--- src/rtl/cache_lru_sets.sv ---
// Multi-set matrix LRU replacement engine with a set-by-set flush sequencer.
// Optional per-set way locking is enabled by defining LRU_LOCK_EN.
module cache_lru_sets #(
    parameter int NUM_WAYS = 8,
    parameter int NUM_SETS = 4,
    localparam int WAY_W = $clog2(NUM_WAYS),
    localparam int SET_W = (NUM_SETS > 1) ? $clog2(NUM_SETS) : 1
) (
    input  logic             clk,
    input  logic             rst_n,
    input  logic             touch_valid_i,
    input  logic [SET_W-1:0] touch_set_i,
    input  logic [WAY_W-1:0] touch_way_i,
    input  logic             inv_valid_i,
    input  logic [SET_W-1:0] inv_set_i,
    input  logic [WAY_W-1:0] inv_way_i,
    input  logic             query_valid_i,
    input  logic [SET_W-1:0] query_set_i,
    input  logic             flush_i,
    output logic             victim_valid_o,
    output logic [WAY_W-1:0] victim_way_o,
    output logic             ready_o
`ifdef LRU_LOCK_EN
    ,
    input  logic                lock_valid_i,
    input  logic [SET_W-1:0]    lock_set_i,
    input  logic [NUM_WAYS-1:0] lock_mask_i,
    output logic                all_locked_o
`endif
);

    typedef logic [NUM_WAYS-1:0][NUM_WAYS-1:0] mat_t;
    typedef enum logic [0:0] {ST_IDLE = 1'b0, ST_FLUSH = 1'b1} state_t;

    state_t             state_r, state_nxt_s;
    logic [SET_W-1:0]   flush_cnt_r, flush_cnt_nxt_s;
    mat_t               mat_r   [NUM_SETS];
    mat_t               mat_nxt_s [NUM_SETS];
    logic               upd_en_s;
    logic               flushing_s;
    mat_t               q_mat_s;
    logic [NUM_WAYS-1:0] q_cand_s;
    logic [WAY_W-1:0]   q_victim_s;
    logic               victim_valid_r;
    logic [WAY_W-1:0]   victim_way_r;
    logic               ready_r;

    // Touch (row ones, column zeros) then invalidate (row zeros, column ones off-diagonal).
    function automatic mat_t update_mat(input mat_t m, input logic t_hit, input logic [WAY_W-1:0] tw,
                                        input logic i_hit, input logic [WAY_W-1:0] iw, input logic clr);
        mat_t res;
        logic b;
        for (int r = 0; r < NUM_WAYS; r++) begin
            for (int c = 0; c < NUM_WAYS; c++) begin
                b = m[r][c];
                b = (t_hit && (WAY_W'(r) == tw)) ? 1'b1 : b;
                b = (t_hit && (WAY_W'(c) == tw)) ? 1'b0 : b;
                b = (i_hit && (WAY_W'(r) == iw)) ? 1'b0 : b;
                b = (i_hit && (WAY_W'(c) == iw) && (r != c)) ? 1'b1 : b;
                res[r][c] = clr ? 1'b0 : b;
            end
        end
        return res;
    endfunction

    // Lowest candidate way that is not more recent than any other candidate; 0 if none.
    function automatic logic [WAY_W-1:0] pick_victim(input mat_t m, input logic [NUM_WAYS-1:0] cand);
        logic [WAY_W-1:0]    v;
        logic                found;
        logic                hit;
        logic [NUM_WAYS-1:0] cols;
        v = '0;
        found = 1'b0;
        for (int r = 0; r < NUM_WAYS; r++) begin
            cols = cand;
            cols[r] = 1'b0;
            hit = !found && cand[r] && ((m[r] & cols) == '0);
            v = hit ? WAY_W'(r) : v;
            found = found | hit;
        end
        return v;
    endfunction

    assign flushing_s = (state_r == ST_FLUSH);
    assign upd_en_s   = (state_r == ST_IDLE) && !flush_i;

    // Flush sequencer next-state logic.
    always_comb begin
        state_nxt_s     = state_r;
        flush_cnt_nxt_s = flush_cnt_r;
        case (state_r)
            ST_IDLE: begin
                if (flush_i) begin
                    state_nxt_s     = ST_FLUSH;
                    flush_cnt_nxt_s = '0;
                end else begin
                    state_nxt_s     = ST_IDLE;
                end
            end
            ST_FLUSH: begin
                if (flush_cnt_r == SET_W'(NUM_SETS - 1)) begin
                    state_nxt_s     = ST_IDLE;
                    flush_cnt_nxt_s = '0;
                end else begin
                    flush_cnt_nxt_s = flush_cnt_r + SET_W'(1);
                end
            end
            default: begin
                state_nxt_s     = ST_IDLE;
                flush_cnt_nxt_s = '0;
            end
        endcase
    end

    // Per-set matrix next state; touch and inv on different sets apply independently.
    always_comb begin
        for (int s = 0; s < NUM_SETS; s++) begin
            mat_nxt_s[s] = update_mat(mat_r[s],
                                      upd_en_s && touch_valid_i && (touch_set_i == SET_W'(s)), touch_way_i,
                                      upd_en_s && inv_valid_i && (inv_set_i == SET_W'(s)), inv_way_i,
                                      flushing_s && (flush_cnt_r == SET_W'(s)));
        end
    end

`ifdef LRU_LOCK_EN
    logic [NUM_WAYS-1:0] lock_r [NUM_SETS];
    logic                all_locked_r;

    // Lock mask storage, cleared alongside its set during flush.
    always_ff @(posedge clk) begin
        for (int s = 0; s < NUM_SETS; s++) begin
            if (!rst_n || (flushing_s && (flush_cnt_r == SET_W'(s)))) begin
                lock_r[s] <= '0;
            end else if (upd_en_s && lock_valid_i && (lock_set_i == SET_W'(s))) begin
                lock_r[s] <= lock_mask_i;
            end else begin
                lock_r[s] <= lock_r[s];
            end
        end
    end

    // All-locked flag accompanies each victim pulse.
    always_ff @(posedge clk) begin
        if (!rst_n) begin
            all_locked_r <= 1'b0;
        end else begin
            all_locked_r <= upd_en_s && query_valid_i && (q_cand_s == '0);
        end
    end

    assign all_locked_o = all_locked_r;
`endif

    // Select the queried set's matrix and candidate mask (pre-update state).
    always_comb begin
        q_mat_s  = '0;
        q_cand_s = '0;
        for (int s = 0; s < NUM_SETS; s++) begin
            q_mat_s  = q_mat_s | ((query_set_i == SET_W'(s)) ? mat_r[s] : '0);
`ifdef LRU_LOCK_EN
            q_cand_s = q_cand_s | ((query_set_i == SET_W'(s)) ? ~lock_r[s] : '0);
`else
            q_cand_s = '1;
`endif
        end
        q_victim_s = pick_victim(q_mat_s, q_cand_s);
    end

    // State, matrices and registered outputs.
    always_ff @(posedge clk) begin
        if (!rst_n) begin
            state_r        <= ST_IDLE;
            flush_cnt_r    <= '0;
            victim_valid_r <= 1'b0;
            victim_way_r   <= '0;
            ready_r        <= 1'b1;
            for (int s = 0; s < NUM_SETS; s++) begin
                mat_r[s] <= '0;
            end
        end else begin
            state_r        <= state_nxt_s;
            flush_cnt_r    <= flush_cnt_nxt_s;
            victim_valid_r <= upd_en_s && query_valid_i;
            victim_way_r   <= (upd_en_s && query_valid_i) ? q_victim_s : victim_way_r;
            ready_r        <= (state_nxt_s == ST_IDLE);
            for (int s = 0; s < NUM_SETS; s++) begin
                mat_r[s] <= mat_nxt_s[s];
            end
        end
    end

    assign victim_valid_o = victim_valid_r;
    assign victim_way_o   = victim_way_r;
    assign ready_o        = ready_r;

endmodule

--- config.mk ---
export PLATFORM = sky130hd
export DESIGN_NAME = cache_lru_sets
export DESIGN_NICKNAME = d
export VERILOG_FILES = /design/src/rtl/cache_lru_sets.sv
export SDC_FILE = /design/constraint.sdc
export NUM_CORES = 1
export LEC_CHECK = 0
export BUFFER_PORTS_ARGS = -buffer_cell sky130_fd_sc_hd__buf_2
export CORE_MARGIN = 10
export CORE_UTILIZATION = 35
export DETAILED_ROUTE_END_ITERATION = 8
export SLEW_MARGIN = 20
export SYNTH_ARGS = -nofsm -noshare
export SYNTH_HDL_FRONTEND = slang
export SYNTH_SLANG_ARGS = --single-unit
export TNS_END_PERCENT = 5
--- constraint.sdc ---
create_clock -name clk -period 2.7 [get_ports clk]
set_input_delay 0.54 -clock clk [delete_from_list [all_inputs] [get_ports clk]]
set_output_delay 0.54 -clock clk [all_outputs]
set_load 0.005 [all_outputs]
Yosys cells after proc, flatten, opt, wreduce, memory -nomap -nowiden
Memories as Yosys holds them, arrays and structs flattened.
Cells that the tools add are included.
{ "totals": {"word_cells": 1397, "input_bits": 18, "ramBits": 256, "out_inout_bits": 5, "ff_bits": 8, "n_memories": 1} }
{ "classes": {"mux": 1239, "reduce_logical": 109, "n_bitwise": 15, "addsub": 1, "eq_ne": 27} }
{ "mem_list": {"columns": ["name", "words", "width", "read_ports", "rd_clocked_by_memory_dff", "write_ports", "line", "text"], "rows": [
  ["mat_r", 4, 64, 4, 0, 4, "37", "mat_t mat_r [NUM_SETS];"]
]} }
{ "op_table": {"columns": ["operator", "count"], "rows": [
  ["$mux W1", 1221],
  ["$mux W64", 4],
  ["$mux W63", 4],
  ["$or A63 B63 Y63", 3],
  ["$logic_and A1 B1 Y1", 87],
  ["$logic_not A8 Y1", 8],
  ["$eq A3 B3 Y1 const A", 8],
  ["$mux W3", 6],
  ["$eq A2 B2 Y1 const B", 8],
  ["$eq A2 B3 Y1 const A", 4],
  ["$or A1 B1 Y1", 10],
  ["$eq A2 B1 Y1 const B", 4],
  ["$logic_not A1 Y1", 8],
  ["$logic_not A2 Y1", 4],
  ["$eq A1 B3 Y1 const A", 2],
  ["$logic_not A3 Y1", 2],
  ["$mux W2", 2],
  ["$pmux W2 S2", 1],
  ["$add A2 B1 Y2 const B", 1],
  ["$ne A2 B2 Y1 const B", 1],
  ["$not A1 Y1", 2],
  ["$pmux W1 S2", 1]
]} }

Logic depth before layout (Yosys ltp)
{ "depth": {"depth_word": 27, "ltp_mapped": 8, "ltp_nobuf": 6} }

Least setup slack after synthesis
No wires, ideal clock.
{ "synth_path": {"path_type": "in2reg", "from": "input port query_set_i[0]", "to": "register victim_way_r[1] (netlist: victim_way_o[1])", "path_slack_ns": 0.963, "cell_stages": 7, "setup_ns": 0.075, "t_required_ns": 2.625, "path_buffers": 1, "arrival_time_ns": 1.662, "path_cell_list": "buf_6 > nor4_1 > nand2_1 > nand3_1 > o2bb2a_4 > o31a_1 > o22ai_1"} }
{ "synth_via": {"elab_chain_len": 27, "elab_cells_between_ends": 45, "classes_between": "eq/ne (3); mux (10); bitwise (9); reduce/logical (23)"} }
{ "synth_lines": {"columns": ["element", "line", "text"], "rows": [
  ["start, declared", "18", "input logic [SET_W-1:0] query_set_i,"],
  ["$eq A2 B1 Y1 / $logic_not A2 Y1 (equally long branches)", "159", "q_mat_s = q_mat_s | ((query_set_i == SET_W'(s)) ? mat_r[s] : '0);"],
  ["$mux W63", "159", null],
  ["$or A63 B63 Y63 (2 in series)", "159", null],
  ["$or A63 B63 Y63 (*)", "159", null],
  ["$logic_not A8 Y1", "77", "hit = !found && cand[r] && ((m[r] & cols) == '0);"],
  ["$logic_not A1 Y1", "77", null],
  ["$logic_and A1 B1 Y1", "77", null],
  ["$or A1 B1 Y1", "79", "found = found | hit;"],
  ["[10 not listed]", null, null],
  ["$logic_and A1 B1 Y1", "77", null],
  ["$or A1 B1 Y1", "79", null],
  ["$logic_not A1 Y1", "77", null],
  ["$logic_and A1 B1 Y1", "77", null],
  ["$or A1 B1 Y1", "79", null],
  ["$logic_not A1 Y1", "77", null],
  ["$logic_and A1 B1 Y1", "77", null],
  ["$mux W3 (*)", "78", "v = hit ? WAY_W'(r) : v;"],
  ["end signal, assigned", "184", "victim_way_r <= (upd_en_s && query_valid_i) ? q_victim_s : victim_way_r;"],
  ["end, declared", "45", "logic [WAY_W-1:0] victim_way_r;"]
]} }
Every way passes the cells marked *; elsewhere a longest branch is shown, timed or not.
A chain may end at the register's enable or synchronous reset.

==> results.ini <==
[status]
status=finished, final reports clean

[grt]
grt_pass1_vias=8073
grt_use_total=0.174
grt_pass1_wl_um=46900
grt_max_degree=58
grt.overflow.total=0
antenna_found_initial=3

[route]
ant_nets=0
via_per_inst=6.00
totalWireLength_um=30400
drt-initial-drc-count=849
drc_errors=0
vias=8496
dr.pass1.iters=6
wire_per_inst_um=21.5

[floorplan]
initial_core_util=0.353
die_h_um=184
pin_count=23
core_um2=26700
die_w_um=184
die_area_um2=33900
rows=60

[setup_path]
cpMaxStageDelayCell=nand2_1
arrival_ps=2580
cp-end-kind=flop
cp_max_fo=14
cp_cell_sequence=nor2_8 > nand3_1 > nor2_1 > nand2_1 > o211ai_1 > a21oi_1
max_stage_delay_ps=510
critPathKind=flop to flop
required_ps=3080
cp-start-kind=flop

[synthesis]
syn_inst=1042
synth_edf_count=0
ys_types=45
synth_fp_nets=1064
synth_area_um2=9440
synthTopCellsByArea=dfxtp_1 49%, o211ai_1 18%, a21oi_1 12%, nand2_1 4.1%, nor4_1 3.2%
yosysTopAreaCellShare=0.492
synth_top_area_cell=dfxtp_1
synth_seq_cells=232
yosysWarnings=0
synth_flop_cell=dfxtp_1
avgSynthCellArea_um2=9.06
yosysSeqAreaShare=0.492
ys_async_sr_fraction=0

[sta]
fin_skew_ps=6.33
setup_viol=0
rsz0062_at_grt=no
drv_slew=0
fin_crit_sh=0.814
worst_pin_slew_ps=629
fin_hold_ws_ps=394
fin_tns_setup_ps=0
fmax_mhz=455
hold_viol_final=0
relSlewSlack=0.577
period_needed_ps=2200

[clocking]
post_cts_buffers=0
cts_root_buf=clkbuf_16
cts_tree=built
ctsResizeCount=0
htreeDepth=1
clk_pin_slew_worst_paths_ps=60
cts_buffers=26
clockBufferDepth=3
clkSinkCount=232
cts_hold_buf=0
insertion_delay_ps=530

[place]
hpwl_um=19500
place.gp.congestion=0.929
portBuffers=22

[power]
leakage_nw=3.54
power_density_nw_per_um2=707
power_mw=7.66
ir_worst_vdd_uv=462

[layout]
syn2layout_area_growth_pct=14.9
nFillCells=2680
final_cell_mix=232 x dfxtp_1, 225 x a21oi_1, 224 x o211ai_1
final_common_cell=dfxtp_1
final_layout_size_suffix_gt1_frac=0.114
final_nets=1076

[flow_run]
maxCapViolCount=0

[worst_hold_path]
holdCritPathClass=input pin to flop

-- synthesized netlist by cell type (3+ instances only) --
cell / count
nor4b_2: 3
a211oi_1: 6
dfxtp_1: 232
and4b_1: 7
inv_1: 6
and3b_1: 3
a211o_1: 3
and3_1: 5
a21oi_1: 225
nor2_1: 43
o21ai_0: 3
nor3_1: 3
buf_6: 4
nor4_1: 48
nor4b_1: 6
buf_2: 32
nand3_1: 7
nor2_2: 8
nor3b_1: 5
and2_1: 3
o211ai_1: 224
nand2_1: 104
ha_1: 4
clkbuf_1: 29
-- final timing paths --
kind	from	end	slack, ps	cells after the start
max	flushing_s$_SDFF_PN0_	mat_r[3][4]$_SDFF_PP0_	500	6
min	rst_n	victim_way_o[0]$_SDFFE_PN0P_	390	3
max reg2reg	flushing_s$_SDFF_PN0_	mat_r[3][4]$_SDFF_PP0_	500	6
min reg2reg	victim_way_o[1]$_SDFFE_PN0P_	victim_way_o[1]$_SDFFE_PN0P_	550	2
-- flip-flops by register name, indices dropped and copies added, names as in the netlist --
signal,count
flush_cnt_r,2
flushing_s,1
mat_r,224
ready_o,1
victim_valid_o,1
victim_way_o,3
-- report_power, final --
part / total [mW] / switching (mW) / leakage (nW) / internal (mW)
registers: 3.49 / 0.0256 / 1.87 / 3.46
logic: 0.384 / 0.258 / 1.20 / 0.126
clock network: 3.79 / 1.44 / 0.463 / 2.35
-- layout make-up --
cell class              instances  area, um2  share of cell area
diodes                          2       5.00            0.000462
clock buffers                  39        811              0.0748
clock inverters                 9        126              0.0117
inverters                       6       22.5             0.00208
multi-input cells             738       4460               0.411
flip-flops and latches        232       4640               0.428
well taps                     341        427              0.0394
repair buffers                 50        345              0.0319
-- cells by family after synthesis --
logic type,share of synthesized area
AO/OA/AOI/OAI,0.318
adder cells (fa/ha/maj),0.00530
buffers and inverters,0.0362
flip-flops,0.492
AND/OR/NAND/NOR,0.149
-- worst max-delay path, delay by kind of cell (launching register included) --
kind,cells,cell delay (ps)
and+or+nand+nor,4,1240
DFF,1,450
AOI/OAI and AO/OA,2,360
-- routing by layer --
metal | GRT usage | up-vias | wire length [um]
met5 | 0 | - | 13
met4 | 0.0751 | 2 | 1180
met3 | 0.0376 | 76 | 1980
met2 | 0.265 | 279 | 13800
met1 | 0.231 | 4110 | 13500
li1 | - | 4029 | -
-- through the flow --
step / setup slack [ps] / util / area, um2 / std cells
final: 503 / 0.406 / 10800 / 1417
after detailed placement: 349 / 0.370 / 9900 / 1367
after floorplan: 963 / - / 9440 / 1042
after CTS: 513 / 0.405 / 10800 / 1415
after global placement: 371 / 0.370 / 9900 / 1367
after global routing: 300 / 0.405 / 10800 / 1415
Power figures use the tool's default switching activity.
